## config.mk

```make
export PLATFORM = sky130hd
export DESIGN_NAME = mips_cpu_bus_arbiter
export DESIGN_NICKNAME = d
export VERILOG_FILES = /design/src/rtl/mips_cpu_pkg.sv /design/src/rtl/mips_cpu_bus_stall_timer.sv /design/src/rtl/mips_cpu_bus_arbiter.sv
export SDC_FILE = /design/constraint.sdc
export NUM_CORES = 1
export LEC_CHECK = 0
export ABC_AREA = 1
export BUFFER_PORTS_ARGS = -buffer_cell sky130_fd_sc_hd__buf_2
export CAP_MARGIN = 20
export CELL_PAD_IN_SITES_DETAIL_PLACEMENT = 1
export CELL_PAD_IN_SITES_GLOBAL_PLACEMENT = 1
export CORE_MARGIN = 3
export CORE_UTILIZATION = 20
export CTS_CLUSTER_SIZE = 20
export DETAILED_ROUTE_END_ITERATION = 6
export PLACE_DENSITY_LB_ADDON = 0.1
export SKIP_LAST_GASP = 1
export SLEW_MARGIN = 5
export SYNTH_ARGS = -nofsm -noshare
export SYNTH_HDL_FRONTEND = slang
export SYNTH_SLANG_ARGS = --single-unit
```

## constraint.sdc

```tcl
create_clock -name clk -period 3.2 [get_ports clk]
set_input_delay 0.48 -clock clk [delete_from_list [all_inputs] [get_ports clk]]
set_output_delay 0.48 -clock clk [all_outputs]
set_load 0.005 [all_outputs]
```

## src/rtl/mips_cpu_pkg.sv

```systemverilog
// mips_cpu_pkg: shared types, default widths and helpers for the mips_cpu bus slice
//   arb_state_t : arbiter FSM states (IDLE, GNT_I, GNT_D)
//   requester_t : bus requesters (REQ_I = fetch, REQ_D = load/store)
//   gnt_of()    : grant state that serves a given requester
package mips_cpu_pkg;
    localparam int DEF_ADDR_W  = 32;
    localparam int DEF_DATA_W  = 32;
    localparam int DEF_TIMEOUT = 1024;

    typedef enum logic [1:0] {IDLE, GNT_I, GNT_D} arb_state_t;
    typedef enum logic {REQ_I, REQ_D} requester_t;

    function automatic arb_state_t gnt_of(requester_t r);
        return r == REQ_D ? GNT_D : GNT_I;
    endfunction
endpackage

```

## src/rtl/mips_cpu_bus_stall_timer.sv

```systemverilog
// mips_cpu_bus_stall_timer: saturating stall counter with sticky timeout flag
//   clk, reset (async, active-low)
//   clear         : zero the counter (takes priority over inc)
//   inc           : count one stall cycle, saturating at TIMEOUT
//   stall_timeout : sticky, set on the edge the count reaches TIMEOUT
module mips_cpu_bus_stall_timer #(
    parameter int TIMEOUT = 1024
) (
    input  logic clk,
    input  logic reset,
    input  logic clear,
    input  logic inc,
    output logic stall_timeout
);
    localparam int CW = $clog2(TIMEOUT + 1);

    logic [CW-1:0] cnt;

    always_ff @(posedge clk or negedge reset)
        if (!reset) begin
            cnt           <= '0;
            stall_timeout <= 1'b0;
        end else begin
            if (clear)
                cnt <= '0;
            else if (inc && cnt != CW'(TIMEOUT))
                cnt <= cnt + 1'b1;
            if (!clear && inc && cnt == CW'(TIMEOUT - 1))
                stall_timeout <= 1'b1;
        end
endmodule

```

## src/rtl/mips_cpu_bus_arbiter.sv

```systemverilog
// mips_cpu_bus_arbiter: round-robin share of one Avalon-MM master between fetch (I) and data (D)
//   clk, reset (async, active-low)
//   i_*        : fetch requester (address, read, waitrequest out)
//   d_*        : data requester (address, read, write, writedata, byteenable, waitrequest out)
//   readdata_o : bus readdata broadcast to both requesters
//   address/read/write/writedata/byteenable/waitrequest/readdata : Avalon master port
//   grant_d    : D owns the bus this cycle
//   stall_timeout, proto_err : sticky error flags
module mips_cpu_bus_arbiter
    import mips_cpu_pkg::*;
#(
    parameter int ADDR_W  = DEF_ADDR_W,
    parameter int DATA_W  = DEF_DATA_W,
    parameter int TIMEOUT = DEF_TIMEOUT
) (
    input  logic                clk,
    input  logic                reset,
    input  logic [ADDR_W-1:0]   i_address,
    input  logic                i_read,
    output logic                i_waitrequest,
    input  logic [ADDR_W-1:0]   d_address,
    input  logic                d_read,
    input  logic                d_write,
    input  logic [DATA_W-1:0]   d_writedata,
    input  logic [DATA_W/8-1:0] d_byteenable,
    output logic                d_waitrequest,
    output logic [DATA_W-1:0]   readdata_o,
    output logic [ADDR_W-1:0]   address,
    output logic                read,
    output logic                write,
    output logic [DATA_W-1:0]   writedata,
    output logic [DATA_W/8-1:0] byteenable,
    input  logic                waitrequest,
    input  logic [DATA_W-1:0]   readdata,
    output logic                grant_d,
    output logic                stall_timeout,
    output logic                proto_err
);
    arb_state_t state, state_next;
    logic       last_d, last_d_next;
    logic       d_pend, gnt_req, other_pend, done, dropped;

    always_comb begin
        d_pend      = d_read | d_write;
        gnt_req     = state == GNT_I ? i_read : state == GNT_D ? d_pend : 1'b0;
        other_pend  = state == GNT_I ? d_pend : i_read;
        done        = gnt_req & ~waitrequest;
        dropped     = state != IDLE & ~gnt_req & waitrequest;
        state_next  = state;
        last_d_next = last_d;
        if (state == IDLE) begin
            // D wins unless both pend and D was served last
            if (i_read | d_pend)
                state_next = gnt_of((d_pend & ~(i_read & last_d)) ? REQ_D : REQ_I);
        end else if (!gnt_req) begin
            state_next = IDLE;
        end else if (done) begin
            last_d_next = state == GNT_D;
            state_next  = other_pend ? (state == GNT_D ? GNT_I : GNT_D) : IDLE;
        end
    end

    always_ff @(posedge clk or negedge reset)
        if (!reset) begin
            state     <= IDLE;
            last_d    <= 1'b0;
            proto_err <= 1'b0;
        end else begin
            state     <= state_next;
            last_d    <= last_d_next;
            proto_err <= proto_err | (d_read & d_write) | dropped;
        end

    always_comb begin
        grant_d       = state == GNT_D;
        read          = state == GNT_I ? i_read : grant_d & d_read;
        write         = grant_d & d_write;
        address       = state == GNT_I ? i_address : grant_d ? d_address : '0;
        writedata     = grant_d ? d_writedata : '0;
        // fetches are full-word reads
        byteenable    = state == GNT_I ? '1 : grant_d ? d_byteenable : '0;
        i_waitrequest = state == GNT_I ? waitrequest : 1'b1;
        d_waitrequest = grant_d ? waitrequest : 1'b1;
        readdata_o    = readdata;
    end

    mips_cpu_bus_stall_timer #(.TIMEOUT(TIMEOUT)) u_stall_timer (
        .clk           (clk),
        .reset         (reset),
        .clear         (state_next != state),
        .inc           (state != IDLE & waitrequest),
        .stall_timeout (stall_timeout)
    );
endmodule

```

==> flow_metrics.env <==
export IMPL_antenna_cells=0
export IMPL_cellLeakagePower_nw=1.70
export IMPL_seq_area_frac_synth_pct=22.0
export IMPL_postCtsSetupRepairBufs=0
export IMPL_hp_class="in -> async"
export IMPL_tns_ns=0
export IMPL_synth_distinct_cells=24
export IMPL_cts_root_buf="clkbuf_8"
export IMPL_maxSlewViolCount=0
export IMPL_rows=34
export IMPL_vias_per_cell=4.30
export IMPL_fin_skew_ns=0.00663
export IMPL_startpoint_type="flop"
export IMPL_cp_end_kind="primary output"
export IMPL_postRouteAntennaNets=0
export IMPL_grt_pass1_wl_mm=10.8
export IMPL_initial_utilization_pct=20.7
export IMPL_area_delta_synth_final_pct=45.2
export IMPL_placedInstanceArea_um2=2590
export IMPL_first_global_vias=2180
export IMPL_fin_cells=539
export IMPL_p_comb_share_pct=73.2
export IMPL_numPortBuffers=180
export IMPL_track_usage_pct=13.0
export IMPL_die_area_um2=10300
export IMPL_drtIter0Drc=38
export IMPL_netlist_area_leader_share_pct=22.0
export IMPL_clk_insertion_delay_late_ns=0.25
export IMPL_numCtsBuffers=3
export IMPL_final_cell_area_um2=2650
export IMPL_p_per_area_nw_per_um2=615
export IMPL_ys_seq_elements=16
export IMPL_wirelength_mm=7.64
export IMPL_worst_slew_pin_transition_ns=0.586
export IMPL_grt_remaining_overflow=0
export IMPL_ios=245
export IMPL_clkTransAtPathRegs_ns=0.07
export IMPL_synth_nets=427
export IMPL_antenna_found_initial=0
export IMPL_p_sw_mw=0.772
export IMPL_layout_nets=572
export IMPL_post_route_util_pct=30.1
export IMPL_critPathKind="reg -> out"
export IMPL_grt_max_degree=40
export IMPL_synth_area_per_cell_um2=6.35
export IMPL_vias=2318
export IMPL_routedWlPerCell_um=14.2
export IMPL_pwr_share_seq_pct=15.6
export IMPL_status="completed"
export IMPL_hold_buffers=0
export IMPL_cp_slowest_stage_delay_ns=0.45
export IMPL_yosys_area_top_type="dfrtp_1"
export IMPL_period_share_pct=72.4
export IMPL_slew_headroom_pct=60.9
export IMPL_swShare_pct=47.4
export IMPL_slowest_stage="dfrtp_1"
export IMPL_dr_pass1_iters=4
export IMPL_internal_power_mw=0.856
export IMPL_whs_ns=0.130
export IMPL_dp_hpwl_mm=6.59
export IMPL_rsz0062_at_grt="false"
export IMPL_fp_dieW_um=101
export IMPL_period_minus_slack_ns=2.32
export IMPL_ctsResizeCount=0
export IMPL_clkSinkCount=16
export IMPL_maxCapViolCount=0
export IMPL_synth_area_top_cells="dfrtp_1, a22o_1, buf_4"
export IMPL_irDropWorstVdd_mv=0.167
export IMPL_syn_cell_area_um2=1820
export IMPL_ys_warn_count=0
export IMPL_finalHoldViolations=0
export IMPL_chipHeight_um=101
export IMPL_path_max_fanout=23
export IMPL_cp_cell_sequence="inv_2 > nor2_2 > buf_4 > a22o_1 > buf_2"
export IMPL_htreeDepth=1
export IMPL_coreArea_um2=8810
export IMPL_required_ns=2.72
export IMPL_max_freq_mhz=432
export IMPL_place_congestion=0.732
export IMPL_clock_power_share_pct=11.2
export IMPL_setup_viol=0
export IMPL_cts_tree="done"
export IMPL_drc=0
export IMPL_arrival_ns=1.84
export IMPL_dp_cells=535
export IMPL_drive_gt1_share_pct=45.9
export IMPL_synthesis_instances=287
export IMPL_cts_max_path_buffers=2
## sequential cells by signal, summed over array words and instances, names as in the netlist
| register | count |
|---|---|
| proto_err | 1 |
| state | 2 |
| last_d | 1 |
| u_stall_timer.stall_timeout | 1 |
| u_stall_timer.cnt | 11 |
## cell usage after synthesis, drive strengths merged
library cell	number
nor2	60
inv	52
nand2	47
buf	36
a22o	32
dfrtp	16
nand3	14
o21ai	7
clkbuf	6
nand4	5
a21oi	3
ha	2
xnor2	2
xor2	2
nor3	1
o21bai	1
or2	1
## cells by family (layout without fill, tap and decap cells)
logic type,count (synthesis),after routing,synth area share (%)
compound gates,43,43,19.1
buf+inv,94,238,26.1
flops,16,16,22.0
simple gates,128,128,29.4
fa+ha+maj,2,2,1.37
xor+xnor,4,4,1.92
## metal layers
metal | vias to the layer above | track usage [%] | share of wire, %
li1 | 1160 | - | -
met1 | 1019 | 14.1 | 35
met2 | 135 | 25.8 | 55
met3 | 4 | 3.10 | 9.9
met4 | 0 | 1.94 | 0.50
met5 | - | 0 | 0
## stage by stage
step | setup slack [ns] | power (mW)
after floorplan | 1.47 | 0.968
after global placement | 1.16 | 1.48
after detailed placement | 1.08 | 1.48
after CTS | 0.854 | 1.67
after global routing | 0.701 | 1.80
final | 0.883 | 1.63
## cell type report
class	instances	area [um^2]
timing repair buffer	182	916
multi-input combinational	177	946
sequential	16	400
fill	1175	6160
clock buffer	4	55.1
tap	108	135
inverter	52	195
## placed cells by master, fill, tap and decap left out, types with 3 or more instances in the layout
| cell type | count |
|---|---|
| inv_2 | 3 |
| buf_2 | 180 |
| a21oi_1 | 3 |
| clkbuf_8 | 4 |
| nand2_1 | 44 |
| nor2_1 | 56 |
| dfrtp_1 | 16 |
| nand4_1 | 5 |
| a22o_1 | 32 |
| nand3_1 | 14 |
| o21ai_0 | 6 |
| inv_1 | 49 |
| nor2_2 | 4 |
## power by group through the flow
stage	logic [mW]	clock network, mW	registers (mW)
6_report	1.19	0.182	0.255
5_1_grt	1.34	0.196	0.260
4_1_cts	1.22	0.188	0.255
3_5_place_dp	1.22	0	0.259
3_3_place_gp	1.22	0	0.258
2_1_floorplan	0.716	0	0.252
## critical path: cells and delay by family (launching register included)
family	cells	cell delay, ns
AO/OA/AOI/OAI	1	0.20
buffers and inverters	3	0.55
AND/OR/NAND/NOR	1	0.38
flip-flops	1	0.45
## path summary, 6_finish.rpt
check | slack, ns | cells after the start | endpoint | start
setup / recovery | 0.88 | 5 | address[27] | state[0]
hold / removal | 0.13 | 1 | u_stall_timer.cnt[3] | reset
setup reg to reg | 1.10 | 12 | u_stall_timer.cnt[9] | state[0]
hold reg to reg | 0.48 | 2 | u_stall_timer.stall_timeout | u_stall_timer.stall_timeout
max in group asynchronous | 2.80 | 1 | last_d | reset
min in group clk | 0.48 | 2 | u_stall_timer.stall_timeout | u_stall_timer.stall_timeout
(Power assumes the default switching activity.)
